## config.mk

```make
export PLATFORM = sky130hd
export DESIGN_NAME = freq_sweep_analyzer_flat
export DESIGN_NICKNAME = d
export VERILOG_FILES = /design/src/rtl/freq_sweep_analyzer_if.sv /design/src/rtl/freq_sweep_analyzer.sv /design/src/flat_wrapper.sv
export SDC_FILE = /design/constraint.sdc
export NUM_CORES = 1
export LEC_CHECK = 0
export ABC_CLOCK_PERIOD_IN_PS = 6100
export BUFFER_PORTS_ARGS = -buffer_cell sky130_fd_sc_hd__buf_2
export CORE_ASPECT_RATIO = 0.5
export CORE_MARGIN = 2
export CORE_UTILIZATION = 53
export CTS_BUF_LIST = sky130_fd_sc_hd__clkbuf_4 sky130_fd_sc_hd__clkbuf_8
export DETAILED_ROUTE_END_ITERATION = 10
export PLACE_DENSITY = 0.82
export SYNTH_ARGS = -nofsm -noshare
export SYNTH_HDL_FRONTEND = slang
export SYNTH_SLANG_ARGS = --single-unit
```

## constraint.sdc

```tcl
create_clock -name clk -period 6.1 [get_ports clk]
set_input_delay 1.525 -clock clk [delete_from_list [all_inputs] [get_ports clk]]
set_output_delay 1.525 -clock clk [all_outputs]
set_load 0.05 [all_outputs]
```

## src/rtl/freq_sweep_analyzer_if.sv

```systemverilog
// Result channel of the frequency sweep analyzer: one measured point per transfer.
// A point moves when result_valid and result_ready are both high on a rising clk edge; the master holds all result fields stable while valid waits for ready.
interface freq_sweep_analyzer_if #(
  parameter int WORD_WIDTH   = 16,
  parameter int PERIOD_WIDTH = 32
);
  logic                           result_valid;
  logic                           result_ready;
  logic        [PERIOD_WIDTH-1:0] result_period;
  logic signed [WORD_WIDTH-1:0]   result_min;
  logic signed [WORD_WIDTH-1:0]   result_max;
  logic        [WORD_WIDTH:0]     result_p2p;
  logic                           result_empty;

  modport master (
    output result_valid, result_period, result_min, result_max, result_p2p, result_empty,
    input  result_ready
  );

  modport slave (
    input  result_valid, result_period, result_min, result_max, result_p2p, result_empty,
    output result_ready
  );
endinterface

```

## src/rtl/freq_sweep_analyzer.sv

```systemverilog
// Steps a sine generator through a range of periods and reports the min/max/peak-to-peak
// response of the device under test over a fixed number of sine turns at each period.
module freq_sweep_analyzer #(
  parameter int WORD_WIDTH    = 16,
  parameter int PERIOD_WIDTH  = 32,
  parameter int MEAS_TURNS    = 4,
  parameter int SETTLE_CYCLES = 4096,
  parameter int GAP_CYCLES    = 100
) (
  input  logic                           clk,
  input  logic                           rst,
  input  logic                           start,
  input  logic        [PERIOD_WIDTH-1:0] period_start,
  input  logic        [PERIOD_WIDTH-1:0] period_step,
  input  logic        [PERIOD_WIDTH-1:0] period_stop,
  input  logic signed [WORD_WIDTH-1:0]   sample_in,
  input  logic                           sample_valid,
  output logic        [PERIOD_WIDTH-1:0] gen_period,
  output logic                           gen_run,
  output logic                           busy,
  output logic                           done,
  output logic        [2:0]              dbg_state,
  freq_sweep_analyzer_if.master          res
);

  localparam int WIN_W = PERIOD_WIDTH + 10 + $clog2(MEAS_TURNS) + 1;
  localparam logic [WIN_W-1:0] TURN_CLKS   = WIN_W'(MEAS_TURNS * 1024);
  localparam logic [WIN_W-1:0] SETTLE_LAST = WIN_W'(SETTLE_CYCLES - 1);
  localparam logic [WIN_W-1:0] GAP_LAST    = WIN_W'(GAP_CYCLES - 1);

  typedef enum logic [2:0] {
    IDLE    = 3'd0,
    SETTLE  = 3'd1,
    MEASURE = 3'd2,
    REPORT  = 3'd3,
    GAP     = 3'd4
  } state_t;

  state_t                         state;
  logic        [PERIOD_WIDTH-1:0] step_q;
  logic        [PERIOD_WIDTH-1:0] stop_q;
  logic        [WIN_W-1:0]        cnt;
  logic signed [WORD_WIDTH-1:0]   trk_min;
  logic signed [WORD_WIDTH-1:0]   trk_max;
  logic                           trk_empty;

  logic        [WIN_W-1:0]        win_last;
  logic signed [WORD_WIDTH-1:0]   min_nxt;
  logic signed [WORD_WIDTH-1:0]   max_nxt;
  logic                           empty_nxt;
  logic        [WORD_WIDTH:0]     p2p_nxt;
  logic        [PERIOD_WIDTH:0]   next_period;
  logic                           sweep_end;

  assign dbg_state = state;

  // Window length is a full-width product, so large periods never wrap the counter.
  assign win_last = WIN_W'(gen_period) * TURN_CLKS - WIN_W'(1);

  always_comb begin
    min_nxt   = trk_min;
    max_nxt   = trk_max;
    empty_nxt = trk_empty;
    if (sample_valid) begin
      if (trk_empty || sample_in < trk_min) min_nxt = sample_in;
      if (trk_empty || sample_in > trk_max) max_nxt = sample_in;
      empty_nxt = 1'b0;
    end
  end

  assign p2p_nxt     = {max_nxt[WORD_WIDTH-1], max_nxt} - {min_nxt[WORD_WIDTH-1], min_nxt};
  assign next_period = {1'b0, gen_period} + {1'b0, step_q};
  assign sweep_end   = (step_q == '0) || (next_period > {1'b0, stop_q}) || next_period[PERIOD_WIDTH];

  always_ff @(posedge clk) begin
    if (rst) begin
      state             <= IDLE;
      step_q            <= '0;
      stop_q            <= '0;
      cnt               <= '0;
      trk_min           <= '0;
      trk_max           <= '0;
      trk_empty         <= 1'b0;
      gen_period        <= '0;
      gen_run           <= 1'b0;
      busy              <= 1'b0;
      done              <= 1'b0;
      res.result_valid  <= 1'b0;
      res.result_period <= '0;
      res.result_min    <= '0;
      res.result_max    <= '0;
      res.result_p2p    <= '0;
      res.result_empty  <= 1'b0;
    end else begin
      done <= 1'b0;
      case (state)
        IDLE: begin
          if (start) begin
            step_q     <= period_step;
            stop_q     <= period_stop;
            gen_period <= (period_start == '0) ? PERIOD_WIDTH'(1) : period_start;
            gen_run    <= 1'b1;
            busy       <= 1'b1;
            cnt        <= '0;
            state      <= SETTLE;
          end
        end
        SETTLE: begin
          if (cnt == SETTLE_LAST) begin
            cnt       <= '0;
            trk_min   <= '0;
            trk_max   <= '0;
            trk_empty <= 1'b1;
            state     <= MEASURE;
          end else begin
            cnt <= cnt + WIN_W'(1);
          end
        end
        MEASURE: begin
          trk_min   <= min_nxt;
          trk_max   <= max_nxt;
          trk_empty <= empty_nxt;
          if (cnt == win_last) begin
            cnt               <= '0;
            res.result_valid  <= 1'b1;
            res.result_period <= gen_period;
            res.result_min    <= empty_nxt ? '0 : min_nxt;
            res.result_max    <= empty_nxt ? '0 : max_nxt;
            res.result_p2p    <= empty_nxt ? '0 : p2p_nxt;
            res.result_empty  <= empty_nxt;
            state             <= REPORT;
          end else begin
            cnt <= cnt + WIN_W'(1);
          end
        end
        REPORT: begin
          // Samples arriving while stalled here are deliberately ignored.
          if (res.result_ready) begin
            res.result_valid <= 1'b0;
            gen_run          <= 1'b0;
            cnt              <= '0;
            if (sweep_end) begin
              done  <= 1'b1;
              busy  <= 1'b0;
              state <= IDLE;
            end else begin
              gen_period <= next_period[PERIOD_WIDTH-1:0];
              state      <= GAP;
            end
          end
        end
        GAP: begin
          if (cnt == GAP_LAST) begin
            cnt     <= '0;
            gen_run <= 1'b1;
            state   <= SETTLE;
          end else begin
            cnt <= cnt + WIN_W'(1);
          end
        end
        default: state <= IDLE;
      endcase
    end
  end

endmodule

```

## src/flat_wrapper.sv

```systemverilog
// flat-port wrapper written by rule: the top's interface ports become plain ports
module freq_sweep_analyzer_flat 
#(
  parameter int WORD_WIDTH    = 16,
  parameter int PERIOD_WIDTH  = 32,
  parameter int MEAS_TURNS    = 4,
  parameter int SETTLE_CYCLES = 4096,
  parameter int GAP_CYCLES    = 100
)
  (clk, rst, start, period_start, period_step, period_stop, sample_in, sample_valid, gen_period, gen_run, busy, done, dbg_state, res_result_valid, res_result_period, res_result_min, res_result_max, res_result_p2p, res_result_empty, res_result_ready);
  freq_sweep_analyzer_if #(.WORD_WIDTH(WORD_WIDTH), .PERIOD_WIDTH(PERIOD_WIDTH)) res_i ();
  input  logic clk;
  input  logic rst;
  input  logic start;
  input  logic        [PERIOD_WIDTH-1:0] period_start;
  input  logic        [PERIOD_WIDTH-1:0] period_step;
  input  logic        [PERIOD_WIDTH-1:0] period_stop;
  input  logic signed [WORD_WIDTH-1:0] sample_in;
  input  logic sample_valid;
  output logic        [PERIOD_WIDTH-1:0] gen_period;
  output logic gen_run;
  output logic busy;
  output logic done;
  output logic        [2:0] dbg_state;
  output wire logic [$bits(res_i.result_valid)-1:0] res_result_valid;
  output wire logic [$bits(res_i.result_period)-1:0] res_result_period;
  output wire logic [$bits(res_i.result_min)-1:0] res_result_min;
  output wire logic [$bits(res_i.result_max)-1:0] res_result_max;
  output wire logic [$bits(res_i.result_p2p)-1:0] res_result_p2p;
  output wire logic [$bits(res_i.result_empty)-1:0] res_result_empty;
  input wire logic [$bits(res_i.result_ready)-1:0] res_result_ready;
  assign res_result_valid = res_i.result_valid;
  assign res_result_period = res_i.result_period;
  assign res_result_min = res_i.result_min;
  assign res_result_max = res_i.result_max;
  assign res_result_p2p = res_i.result_p2p;
  assign res_result_empty = res_i.result_empty;
  assign res_i.result_ready = res_result_ready;
  freq_sweep_analyzer #(.WORD_WIDTH(WORD_WIDTH), .PERIOD_WIDTH(PERIOD_WIDTH), .MEAS_TURNS(MEAS_TURNS), .SETTLE_CYCLES(SETTLE_CYCLES), .GAP_CYCLES(GAP_CYCLES)) u_core (.clk(clk), .rst(rst), .start(start), .period_start(period_start), .period_step(period_step), .period_stop(period_stop), .sample_in(sample_in), .sample_valid(sample_valid), .gen_period(gen_period), .gen_run(gen_run), .busy(busy), .done(done), .dbg_state(dbg_state), .res(res_i));
endmodule
```

==> results.sh <==
export IMPL_worstSetupEndpointType="flip-flop"
export IMPL_worst_slew_pin_slew_ns=1.30
export IMPL_cts_setup_buffers=0
export IMPL_status="completed"
export IMPL_drtAntennaViolNets=0
export IMPL_cts_tree="built"
export IMPL_drt_pass1_iterations=7
export IMPL_pin_count=238
export IMPL_yosysTopAreaCellShare=0.333
export IMPL_gp_congestion=0.964
export IMPL_clock_path_buffers=3
export IMPL_worstPathRequired_ns=6.56
export IMPL_routedWlPerCell_um=18.4
export IMPL_dp_cells=2548
export IMPL_final_util=0.627
export IMPL_port_buffers=237
export IMPL_synth_top_area_cell="dfxtp_1"
export IMPL_grt_usage=0.303
export IMPL_final_area_um2=18300
export IMPL_synthTopCellsByArea="dfxtp_1, ha_1, nand2_1"
export IMPL_drc_errors=0
export IMPL_r2r_start="u_core.gen_period[5]"
export IMPL_wl_met3_mm=4.01
export IMPL_hold_path_class="reg -> reg"
export IMPL_htreeDepth=2
export IMPL_place_area_um2=17300
export IMPL_grt_pass1_vias=14514
export IMPL_hold_path_depth=2
export IMPL_vias=15725
export IMPL_finalSetupViolCount=0
export IMPL_max_stage_delay_ns=0.46
export IMPL_critPathSlowestCell="a2111oi_0"
export IMPL_synth_cell_types=77
export IMPL_die_h_um=126
export IMPL_clkLatencyLatePin_ns=0.59
export IMPL_clkSlewWorstSetupHoldPaths_ns=0.06
export IMPL_synth_area_um2=15800
export IMPL_final_setup_skew_ns=0.0349
export IMPL_synth_seq_cells=263
export IMPL_root_buffer="clkbuf_8"
export IMPL_drive_above_1_share=0.179
export IMPL_peakVddDrop_mv=0.235
export IMPL_drtIter0Drc=1434
export IMPL_max_cap_violations=0
export IMPL_nets=2430
export IMPL_hold_end="u_core.res.result_max[0]"
export IMPL_drv_slew=0
export IMPL_crit_type="reg -> reg"
export IMPL_core_area_um2=29200
export IMPL_min_period_ns=5.72
export IMPL_wl_met1_mm=21.0
export IMPL_synthesis_nets=2231
export IMPL_path_cells="ha_1 -> or3_1 -> a211oi_1 -> nor2_1 -> a41oi_1 -> o21ai_0 -> a41oi_2 -> o21ai_0 -> xor2_1 -> ha_1 -> nand2_1 -> o21ai_0 -> a2111oi_0 -> buf_4 -> o21ai_0 -> o21ai_0 -> nor4bb_4 -> or2_2 -> buf_4 -> nor2_1 -> a211oi_1"
export IMPL_synth_common_cells="nand2_1, dfxtp_1, nor2_1"
export IMPL_final_hold_viol_count=0
export IMPL_wl_met2_mm=21.4
export IMPL_synthMostInstantiatedCell="nand2_1"
export IMPL_place_hpwl_mm=35.7
export IMPL_antenna_found_initial=1
export IMPL_async_flop_share=0
export IMPL_critical_path_arrival_ns=6.18
export IMPL_dieArea_um2=31300
export IMPL_static_leakage_power_nw=7.87
export IMPL_fin_tns_setup_ns=0
export IMPL_placementRows=44
export IMPL_synthToLayoutAreaGrowth_pct=15.8
export IMPL_ys_flop_type="dfxtp_1"
export IMPL_hold_buffers=0
export IMPL_ff2ff_setup_slack_ns=0.38
export IMPL_start_util=0.541
export IMPL_netlist_instances=1999
export IMPL_relSlewSlack=0.134
export IMPL_top_layer_used="met4"
export IMPL_rsz0062_at_grt="false"
export IMPL_rr_worst_depth=21
export IMPL_path_max_fanout=11
export IMPL_wl_mm=48.2
export IMPL_hold_path_startpoint="u_core.res.result_max[0]"
export IMPL_cp_common_cell="o21ai_0"
export IMPL_fmax_mhz=175
export IMPL_synth_edf_count=0
export IMPL_cts_made_buffers=39
export IMPL_fin_cells=2621
export IMPL_vias_per_cell=6.00
export IMPL_grt_max_degree=133
export IMPL_synth_warnings=0
export IMPL_period_share=0.938
export IMPL_die_w_um=248
export IMPL_synth_seq_area_share=0.333
export IMPL_syn_area_per_cell_um2=7.90
export IMPL_worstSetupStartpointType="flip-flop"
export IMPL_r2r_end="u_core.gen_period[26]"
export IMPL_clock_sinks=263
export IMPL_grt_remaining_overflow=0
export IMPL_p_per_area_nw_per_um2=394
export IMPL_grt_first_pass_wirelength_mm=76.6
## cells by family after synthesis
logic type	share of synthesized area
fa+ha+maj	0.0921
flops	0.333
buf+inv	0.0520
simple gates	0.225
mux	0.0412
xor+xnor	0.0516
compound gates	0.205
## timing repair
action,in CTS,in global routing
hold endpoints to repair,0,0
gates resized for setup,0,9
endpoints found under the setup margin,0,32
## per-stage QoR
stage	worst slack (ns)	hold slack (ns)	total power, W
after floorplan	0.407	0.436	0.00451
after global placement	0.0637	0.438	0.00540
after detailed placement	-0.0113	0.441	0.00546
after CTS	0.172	0.450	0.00713
after global routing	0.0877	0.472	0.00766
final	0.378	0.449	0.00721
## where the power goes
| group | internal [W] | switching (W) |
|---|---|---|
| Combinational | 0.00122 | 0.00218 |
| Sequential | 0.00190 | 0.000238 |
| Clock | 0.000929 | 0.000739 |
## how the worst max path moves through the flow
stage	start	end	depth (start not counted)
after CTS	u_core.step_q[0]	u_core.gen_period[26]	21
after detailed placement	sample_in[1]	u_core.res.result_p2p[14]	23
after global placement	sample_in[1]	u_core.res.result_p2p[14]	23
after floorplan	sample_in[1]	u_core.res.result_p2p[14]	23
final	u_core.gen_period[5]	u_core.gen_period[26]	21
after global routing	u_core.step_q[0]	u_core.gen_period[31]	21
## metal layers
layer / up-vias / track usage
met3: 116 / 0.0546
met5: - / 0
met2: 646 / 0.479
met4: 0 / 0.123
li1: 7546 / -
met1: 7417 / 0.411
## flip-flops by register name, indices dropped and copies added, names as in the netlist
name and cells:
u_core.trk_max 16, u_core.res.result_p2p 17, u_core.res.result_min 16, u_core.gen_period 32, u_core.step_q 32, u_core.trk_min 16, u_core.gen_run 1, u_core.res.result_valid 1
u_core.stop_q 32, u_core.res.result_period 32, u_core.dbg_state 3, u_core.cnt 45, u_core.res.result_empty 1, u_core.busy 1, u_core.done 1, u_core.trk_empty 1
u_core.res.result_max 16
## critical path: cells and delay by family (launching register included)
family | cells | cell delay, ns
buf+inv | 2 | 0.42
simple gates | 6 | 1.35
fa+ha+maj | 2 | 0.54
flops | 1 | 0.34
compound gates | 10 | 2.65
xor+xnor | 1 | 0.28
## layout by cell type (no fill, tap or decap), types with 40 or more instances in the layout
cell      instances
nand2_1         267
o21ai_0          57
xnor2_1          66
ha_1            113
nor4_1           40
buf_2           236
clkbuf_8         52
mux2i_1          47
a21oi_1         184
a22oi_1          51
inv_1            95
dfxtp_1         263
buf_4            41
nor2_1          193
## cell type report
type                       count  area [um^2]
tap                          391          489
inverter                      95          357
timing repair buffer         278         1500
sequential                   263         5270
clock buffer                  65          813
fill                        2581        10900
multi-input combinational   1521         9770
antenna                        1         2.50
clock inverter                 7         92.6
No activity file was read; power rests on OpenSTA's default activity.
